<file path="src/rtl/spi_frame_capture.sv">
`timescale 1ns/1ps
// Passive SPI (mode 0, MSB first) frame capture: 24-bit CS frames split into two words, FIFO-buffered.
// Latency: CS rise at first sync flop edge k -> frame in FIFO after edge k+SYNC_STAGES+1.
// Backpressure: frame_valid_o/frame_ready_i; full FIFO drops the new frame and pulses overflow_o.
// Optional SPI_CAPTURE_STATS_EN adds saturating frame_cnt_o / err_cnt_o counters.

module spi_frame_fifo #(
   parameter int WIDTH = 24,
   parameter int DEPTH = 4
) (
   input  logic             clk,
   input  logic             rst_n,
   input  logic             push,
   input  logic [WIDTH-1:0] push_dat,
   input  logic             pop,
   output logic [WIDTH-1:0] head_dat,
   output logic             head_vld,
   output logic             full
);
   localparam int AW = $clog2(DEPTH);

   logic [WIDTH-1:0] mem [DEPTH];
   logic [AW:0]      wr_ptr;
   logic [AW:0]      rd_ptr;
   logic             wr_en;
   logic             rd_en;

   // A pop frees a slot in the same cycle, so a full FIFO can still accept a push alongside it
   assign rd_en    = pop & head_vld;
   assign wr_en    = push & (~full | rd_en);
   assign head_vld = (wr_ptr != rd_ptr);
   assign full     = (wr_ptr[AW] != rd_ptr[AW]) && (wr_ptr[AW-1:0] == rd_ptr[AW-1:0]);
   assign head_dat = mem[rd_ptr[AW-1:0]];

   // Storage and pointers; storage is cleared so the head reads zero out of reset
   always_ff @(posedge clk or negedge rst_n) begin
      if (!rst_n) begin
         wr_ptr <= '0;
         rd_ptr <= '0;
         for (int i = 0; i < DEPTH; i++) mem[i] <= '0;
      end else begin
         if (wr_en) begin
            mem[wr_ptr[AW-1:0]] <= push_dat;
            wr_ptr <= wr_ptr + (AW+1)'(1);
         end
         if (rd_en) rd_ptr <= rd_ptr + (AW+1)'(1);
      end
   end
endmodule

module spi_frame_capture #(
   parameter int DATA_W      = 12,
   parameter int FIFO_DEPTH  = 4,
   parameter int SYNC_STAGES = 2
) (
   input  logic              clk,
   input  logic              rst_n,
   input  logic              spi_sclk_i,
   input  logic              spi_cs_n_i,
   input  logic              spi_mosi_i,
   output logic              frame_valid_o,
   input  logic              frame_ready_i,
   output logic [DATA_W-1:0] data0_o,
   output logic [DATA_W-1:0] data1_o,
   output logic              frame_err_o,
   output logic              overflow_o,
   output logic              busy_o
`ifdef SPI_CAPTURE_STATS_EN
   ,
   output logic [15:0]       frame_cnt_o,
   output logic [15:0]       err_cnt_o
`endif
);
   localparam int FRAME_W = 2 * DATA_W;
   localparam int CNT_W   = $clog2(FRAME_W + 1);
   localparam logic [CNT_W-1:0] FRAME_CNT = CNT_W'(FRAME_W);

   typedef enum logic [2:0] {WAIT_IDLE, IDLE, SHIFT, FULL, OVERRUN} state_t;

   logic [SYNC_STAGES-1:0] sclk_sync;
   logic [SYNC_STAGES-1:0] cs_sync;
   logic [SYNC_STAGES-1:0] mosi_sync;
   logic                   sclk_hist;
   logic                   cs_hist;
   logic                   sclk_s;
   logic                   cs_s;
   logic                   mosi_s;
   logic                   sclk_rise;
   logic                   cs_rise;

   state_t                 state;
   logic [FRAME_W-1:0]     shreg;
   logic [FRAME_W-1:0]     shift_next;
   logic [CNT_W-1:0]       cnt;
   logic [CNT_W-1:0]       cnt_next;
   logic                   push_req;
   logic [FRAME_W-1:0]     push_dat;
   logic [FRAME_W-1:0]     head_dat;
   logic                   fifo_full;
   logic                   pop;
   logic                   accept;

   assign sclk_s     = sclk_sync[SYNC_STAGES-1];
   assign cs_s       = cs_sync[SYNC_STAGES-1];
   assign mosi_s     = mosi_sync[SYNC_STAGES-1];
   assign sclk_rise  = sclk_s & ~sclk_hist;
   assign cs_rise    = cs_s & ~cs_hist;
   assign shift_next = {shreg[FRAME_W-2:0], mosi_s};
   assign cnt_next   = cnt + CNT_W'(1);
   assign pop        = frame_valid_o & frame_ready_i;
   assign accept     = push_req & (~fifo_full | pop);

   // Synchronizers plus edge-history flops; cs resets low so a frame live at reset release is waited out
   always_ff @(posedge clk or negedge rst_n) begin
      if (!rst_n) begin
         sclk_sync <= '0;
         cs_sync   <= '0;
         mosi_sync <= '0;
         sclk_hist <= 1'b0;
         cs_hist   <= 1'b0;
      end else begin
         sclk_sync <= {sclk_sync[SYNC_STAGES-2:0], spi_sclk_i};
         cs_sync   <= {cs_sync[SYNC_STAGES-2:0], spi_cs_n_i};
         mosi_sync <= {mosi_sync[SYNC_STAGES-2:0], spi_mosi_i};
         sclk_hist <= sclk_s;
         cs_hist   <= cs_s;
      end
   end

   // Frame FSM; an SCLK rise coincident with CS rise is shifted in before the CS rise is judged
   always_ff @(posedge clk or negedge rst_n) begin
      if (!rst_n) begin
         state       <= WAIT_IDLE;
         shreg       <= '0;
         cnt         <= '0;
         push_req    <= 1'b0;
         push_dat    <= '0;
         frame_err_o <= 1'b0;
         busy_o      <= 1'b0;
      end else begin
         push_req    <= 1'b0;
         frame_err_o <= 1'b0;
         case (state)
            WAIT_IDLE: if (cs_s) state <= IDLE;
            IDLE: if (!cs_s) begin
               shreg  <= '0;
               cnt    <= '0;
               state  <= SHIFT;
               busy_o <= 1'b1;
            end
            SHIFT: begin
               if (sclk_rise) begin
                  shreg <= shift_next;
                  cnt   <= cnt_next;
                  if (cnt_next == FRAME_CNT) begin
                     busy_o <= 1'b0;
                     if (cs_rise) begin
                        push_req <= 1'b1;
                        push_dat <= shift_next;
                        state    <= IDLE;
                     end else begin
                        state <= FULL;
                     end
                  end else if (cs_rise) begin
                     frame_err_o <= 1'b1;
                     busy_o      <= 1'b0;
                     state       <= IDLE;
                  end
               end else if (cs_rise) begin
                  frame_err_o <= 1'b1;
                  busy_o      <= 1'b0;
                  state       <= IDLE;
               end
            end
            FULL: begin
               if (sclk_rise) begin
                  if (cs_rise) begin
                     frame_err_o <= 1'b1;
                     state       <= IDLE;
                  end else begin
                     busy_o <= 1'b1;
                     state  <= OVERRUN;
                  end
               end else if (cs_rise) begin
                  push_req <= 1'b1;
                  push_dat <= shreg;
                  state    <= IDLE;
               end
            end
            OVERRUN: if (cs_rise) begin
               frame_err_o <= 1'b1;
               busy_o      <= 1'b0;
               state       <= IDLE;
            end
            default: begin
               busy_o <= 1'b0;
               state  <= WAIT_IDLE;
            end
         endcase
      end
   end

   // Overflow flags a completed frame that found no room in the FIFO
   always_ff @(posedge clk or negedge rst_n) begin
      if (!rst_n) overflow_o <= 1'b0;
      else        overflow_o <= push_req & ~accept;
   end

   spi_frame_fifo #(
      .WIDTH (FRAME_W),
      .DEPTH (FIFO_DEPTH)
   ) u_fifo (
      .clk      (clk),
      .rst_n    (rst_n),
      .push     (push_req),
      .push_dat (push_dat),
      .pop      (pop),
      .head_dat (head_dat),
      .head_vld (frame_valid_o),
      .full     (fifo_full)
   );

   assign data0_o = head_dat[FRAME_W-1:DATA_W];
   assign data1_o = head_dat[DATA_W-1:0];

`ifdef SPI_CAPTURE_STATS_EN
   logic [1:0] err_inc;
   assign err_inc = {1'b0, frame_err_o} + {1'b0, overflow_o};

   // Saturating counters of accepted frames and of error/overflow pulses
   always_ff @(posedge clk or negedge rst_n) begin
      if (!rst_n) begin
         frame_cnt_o <= '0;
         err_cnt_o   <= '0;
      end else begin
         if (accept && frame_cnt_o != 16'hFFFF) frame_cnt_o <= frame_cnt_o + 16'd1;
         if ({1'b0, err_cnt_o} + {15'd0, err_inc} > 17'h0FFFF) err_cnt_o <= 16'hFFFF;
         else                                                err_cnt_o <= err_cnt_o + {14'd0, err_inc};
      end
   end
`else
   // Statistics counters are not built in this configuration
`endif
endmodule
</file>
<file path="config.mk">
export PLATFORM = sky130hd
export DESIGN_NAME = spi_frame_capture
export DESIGN_NICKNAME = d
export VERILOG_FILES = /design/src/rtl/spi_frame_capture.sv
export SDC_FILE = /design/constraint.sdc
export NUM_CORES = 1
export LEC_CHECK = 0
export ABC_AREA = 0
export BUFFER_PORTS_ARGS = -buffer_cell sky130_fd_sc_hd__clkbuf_2
export CELL_PAD_IN_SITES_DETAIL_PLACEMENT = 0
export CELL_PAD_IN_SITES_GLOBAL_PLACEMENT = 1
export CORE_MARGIN = 2
export CORE_UTILIZATION = 54
export CTS_CLUSTER_DIAMETER = 30
export DETAILED_ROUTE_END_ITERATION = 10
export PLACE_DENSITY_LB_ADDON = 0.1
export REMOVE_ABC_BUFFERS = 1
export SLEW_MARGIN = 20
export SYNTH_ARGS = -nofsm -noshare
export SYNTH_HDL_FRONTEND = slang
export SYNTH_SLANG_ARGS = --single-unit
</file>
<file path="constraint.sdc">
create_clock -name clk -period 2.81 [get_ports clk]
set_input_delay 0.4215 -clock clk [delete_from_list [all_inputs] [get_ports clk]]
set_output_delay 0.4215 -clock clk [all_outputs]
set_load 0.005 [all_outputs]
</file>
Yosys cells after proc, flatten, opt, wreduce, memory -nomap -nowiden
Index checks and enable logic that the tools add are counted.
{"block": "totals", "ff_bits": 170}
{"block": "op_classes", "add_sub_neg": 3, "bitwise_logic": 16, "eq_ne": 17, "magnitude_cmp": 3, "mux": 43, "n_reduce_logical": 9}
{"operator": "$mux W24", "n": 10}
{"operator": "$bwmux W96", "n": 1}
{"operator": "$pmux W24 S2", "n": 2}
{"operator": "$bmux W24 S2", "n": 1}
{"operator": "$demux W24 S2", "n": 1}
{"operator": "$mux W3", "n": 7}
{"operator": "$ne A2 B2 Y1 const B", "n": 9}
{"operator": "$pmux W3 S5", "n": 1}
{"operator": "$mux W1", "n": 13}
{"operator": "$mux W5", "n": 2}
{"operator": "$pmux W5 S2", "n": 1}
{"operator": "$and A1 B1 Y1", "n": 7}
{"operator": "$add A3 B1 Y3 const B", "n": 2}
{"operator": "$eq A3 B2 Y1 const B", "n": 2}
{"operator": "$ge A3 B3 Y1 const B", "n": 2}
{"operator": "$not A2 Y3", "n": 2}
{"operator": "$reduce_and A6 Y1", "n": 1}
{"operator": "$add A5 B1 Y5 const B", "n": 1}
{"operator": "$eq A5 B5 Y1 const B", "n": 1}
{"operator": "$not A1 Y1", "n": 5}
{"operator": "$pmux W1 S5", "n": 1}
{"operator": "$reduce_and A4 Y1", "n": 1}
{"operator": "$reduce_bool A2 Y1", "n": 2}
{"operator": "$eq A3 B1 Y1 const B", "n": 1}
{"operator": "other kinds (13)", "n": 15}

Longest topological paths before layout
{"block": "depth", "ltp_word": 7, "depth_mapped": 6, "depth_no_buf": 5}

Cells and area by module
Synthesis repeated with hierarchy kept, for this count alone.
{"block": "hier_totals", "hier_cells": 537, "hier_area_um2": 7888.8}
{"module": "spi_frame_fifo", "cells_per_inst": 274, "n_inst": 1, "area_each_um2": 4794.6}
{"module": "spi_frame_capture", "cells_per_inst": 263, "n_inst": 1, "area_each_um2": 3094.2}

Worst setup path after synthesis
Ideal clock, no wire load.
{"block": "synth_timing", "path_kind": "register -> register", "startpoint": "reg state[2]", "endpoint": "reg push_dat[14]", "setup_time_ps": 125, "arrival_ps": 1756, "path_stages_with_launch": 6, "path_buffers": 2, "path_slack_ps": 930, "period_less_slack_ps": 1880, "cell_sequence": "dfrtp_1 clkbuf_1 nand3b_1 clkbuf_1 mux2_2 mux2_2"}
{"block": "synth_via", "elab_chain_len": 3}
{"element": "start: declaration", "line": "91", "source": "state_t state;"}
{"element": "start signal: assignment", "line": "133", "source": "state <= WAIT_IDLE;"}
{"element": "start signal: assignment", "line": "144", "source": "WAIT_IDLE: if (cs_s) state <= IDLE;"}
{"element": "start signal: assignment", "line": "148", "source": "state <= SHIFT;"}
{"element": "$eq A3 B2 Y1", "line": "143", "source": "case (state)"}
{"element": "$ne A2 B2 Y1 (no line) or $reduce_bool A2 Y1 (tied branches)"}
{"element": "$reduce_and A6 Y1 (no line)"}
{"element": "end signal: assignment", "line": "159", "source": "push_dat <= shift_next;"}
{"element": "end signal: assignment", "line": "186", "source": "push_dat <= shreg;"}
{"element": "end: declaration", "line": "97", "source": "logic [FRAME_W-1:0] push_dat;"}
Several ways; a longest one is shown, not always the timed one.
A chain may end at the register's enable or synchronous reset.

Worst setup path in the final report
{"block": "layout_timing", "startpoint": "reg u_fifo.rd_ptr[0]", "endpoint": "out data0_o[2]"}
{"block": "layout_via", "elab_chain_len": 4}
{"element": "start: declaration", "line": "24", "source": "logic [AW:0] rd_ptr;"}
{"element": "start signal: assignment", "line": "46", "source": "if (rd_en) rd_ptr <= rd_ptr + (AW+1)'(1);"}
{"element": "$not A2 Y3 (not written as such)", "line": "33", "source": "assign head_dat = mem[rd_ptr[AW-1:0]];"}
{"element": "$bmux W24 S2", "line": "33"}
{"element": "$mux W24 (not written as such) (2 in series)", "line": "33"}
{"element": "end: declaration", "line": "63", "source": "output logic [DATA_W-1:0] data0_o,"}
No other way between the ends. The select of a mux whose other input is x is not followed.

==> summary.md <==
| Metric | Value |
|---|---|
| Status | `complete, no violations` |
| Clk_lat worst skew | `0.42 ns` |
| Area of the multi-input gates | `slightly above 3000 um2` |
| Met3 wire len | `385 um` |
| Hold Path Class | `in -> reg` |
| Adder-cell area share of the yosys netlist | `0.0100` |
| Most common cell after layout, fill and taps aside | `dfrtp_1` |
| Largest family of logic cells by synthesized area | `multiplexers` |
| Register area | `4260 um2` |
| Syn_area_per_cell | `around 14 um2` |
| Largest net degree at the start of global routing | `59` |
| Period utilisation layout | `0.861` |
| Complex-gate fraction of the synthesized area | `0.0389` |
| Crit Path Max Fanout | `26` |
| H-tree levels | `4` |
| Endpoints failing setup | `0` |
| Cell taking the most area after synthesis | `dfrtp_1` |
| Clock Skew | `around 0.0058 ns` |
| Gate power share | `0.176` |
| Synth Area in Simple Gates | `0.0577` |
| Reg clk slew, reported paths | `0.06 ns` |
| EDFF count, synth | `0` |
| Nature of the critical path startpoint | `flip-flop` |
| Crit path required time | `approximately 2.4 ns` |
| Gr usage total | `0.203` |
| Wire length on met1 | `6400 um` |
| Initial antenna violation count | `0` |
| Placeable Area | `13700 um2` |
| Synth area leaders | `dfrtp_1 (57%), mux2_2 (22%), mux4_2 (7.2%)` |
| Pins Over Slew Limit | `0` |
| Max Freq | `0.413 GHz` |
| Synthesized cell area | `about 7500 um2` |
| Placed Area | `7920 um2` |
| Share of layout cells above drive strength 1 | `0.444` |
| DR iter-0 viols | `approximately 220` |
| Rel. slew slack | `0.552` |
| Vias post-DR | `4298` |
| Clk buf depth | `2` |
| Routed wl met2 | `about 6500 um` |
| Drt pass-1 iters | `4` |
| Max VDD drop | `0.401 mV` |
| Worst Setup End Kind | `output port` |
| Clock share of power | `0.382` |
| Initial Util | `0.547` |
| Clk sinks | `170` |
| Final Instance Area | `8530 um2` |
| Max-cap viol count | `0` |
| Worst Tran Pin Value | `0.672 ns` |
| Multiplexer share of the synthesized area | `0.290` |
| Vias in the first global route | `4548` |
| GPL Wtd Cong | `0.718` |
| Register area share after synthesis | `0.567` |
| Pleak | `roughly 4.1 nW` |
| Post-Layout Cell Count | `761` |
| Syn Inst Count | `530` |
| Pint | `4.46 mW` |
| Hold Fails Final Rpt | `0` |
| Port Buffers | `33` |
| Root Buffer | `clkbuf_16` |
| Psw | `1.67 mW` |
| Num CTS Buffers | `17` |
| Setup_tns | `0 ns` |
| Yosys reg bits | `170` |
| Area Overhead vs Synth | `13.7%` |
| Die height | `122 um` |
| Flop pwr share | `0.442` |
| Die area | `14800 um2` |
| Critical path class | `reg -> out` |
| Yosys warnings | `0` |
| Top Metal Used | `met4` |
| RSZ-0062 raised after global routing | `false` |
| Final #Nets | `581` |
| Minimum clock period | `2.42 ns` |
| Post_cts resized | `0` |
| Synth unique cells | `41` |
| XOR/XNOR Fraction of Synth Area | `0.0115` |
| # DRC | `0` |
| Power density cells | `720 nW/um2` |
| First-pass GRT wire length | `~23000 um` |
| # fillers | `1075` |
| Sw Ratio | `0.272` |
| Total placed cells including tap cells | `729` |
| Data arrival, critical path | `2.00 ns` |
| Die outline width | `roughly 120 um` |
| Most frequent cells in the layout | `dfrtp_1 (169), mux2_2 (145), nand2_1 (57)` |
| Grt ovf | `0` |
| Ant diodes | `0` |
| Main synth FF type | `dfrtp_1` |
| Share of the synthesized area in the top cell type | `0.567` |
| DR vias/cell | `about 5.6` |
| Routed WL | `13400 um` |
| Detailed Place HPWL | `8560 um` |
| Ports | `34` |
| Ys async rst share | `1.00` |
| Avg WL per Cell | `17.6 um` |
| CTS tree | `done` |
| Rows | `43` |
| ANT nets after route | `0` |
==> final timing paths <==
path / start / end / slack (ns) / cells after the start
worst max-delay path: u_fifo.rd_ptr[0] / data0_o[2] / 0.39 / 3
worst min-delay path: spi_cs_n_i / cs_sync[0] / 0.11 / 1
worst max register to register: u_fifo.wr_ptr[1] / u_fifo.mem[60] / 0.74 / 5
worst min register to register: mosi_sync[0] / mosi_sync[1] / 0.35 / 0
max in group asynchronous: rst_n / cnt[0] / 1.58 / 3
min in group asynchronous: rst_n / u_fifo.mem[66] / 0.54 / 2
==> power by group through the flow <==
stage,clock network (mW),logic [mW],registers [mW]
CTS,2.40,1.11,2.71
global route,2.50,1.21,2.73
floorplan,0,0.638,2.84
global placement,0,1.09,2.75
detailed placement,0,1.10,2.75
finish,2.34,1.08,2.71
==> worst max-delay path, cell delays in order (launching register included) <==
cell	delay, ns
dfrtp_2	0.39
buf_4	0.47
mux4_2	0.59
clkbuf_2	0.13
==> cell usage after synthesis, types with 5 or more instances <==
master	number
buf_2	5
buf_4	10
clkbuf_1	13
dfrtp_1	170
ha_1	6
inv_1	7
mux2_2	145
mux4_2	24
nand2_1	57
nand3_1	8
o21ai_0	34
xnor2_1	5
==> layout make-up <==
| class | instances | area share |
|---|---|---|
| Timing Repair Buffer | 49 | 0.0418 |
| Tap cell | 180 | 0.0264 |
| Sequential cell | 170 | 0.499 |
| Clock buffer | 22 | 0.0556 |
| Clock inverter | 9 | 0.0141 |
| Inverter | 7 | 0.00308 |
| Multi-Input combinational cell | 324 | 0.360 |
==> logic make-up (layout without fill, tap and decap cells) <==
family	count (synthesis)	count (layout)
DFF	170	170
muxes	169	169
and+or+nand+nor	92	92
AOI/OAI and AO/OA	48	48
buffers and inverters	36	87
xor gates and xnor gates	9	9
adders and majority gates	6	6
==> registers in the layout (all words and copies together), names as in the netlist, 2 cells and up <==
name           cells
cnt                5
cs_sync            2
mosi_sync          2
push_dat          24
sclk_sync          2
shreg             24
state              3
u_fifo.mem        96
u_fifo.rd_ptr      3
u_fifo.wr_ptr      3
==> stage by stage <==
stage / worst slack [ns] / total power [mW] / utilization / hold WS (ns)
final: 0.389 / 6.13 / 0.621 / 0.108
after floorplan: 0.107 / 3.48 / - / 0.126
after global placement: 0.781 / 3.84 / 0.577 / 0.337
after detailed placement: 0.720 / 3.85 / 0.577 / 0.338
after CTS: 0.329 / 6.22 / 0.621 / 0.0871
after global routing: 0.255 / 6.45 / 0.621 / 0.0951
==> repair_timing <==
item                                   4_1_cts  5_1_grt
setup buffers                                0        0
hold buffers                                 1        0
endpoints found under the hold margin       55        0
==> layer usage <==
metal  vias to the layer above  GRT usage
li1                       1993          -
met1                      2233      0.286
met2                        59      0.315
met3                        13     0.0421
met4                         0     0.0754
met5                         -          0
No activity file was read; power rests on OpenSTA's default activity.
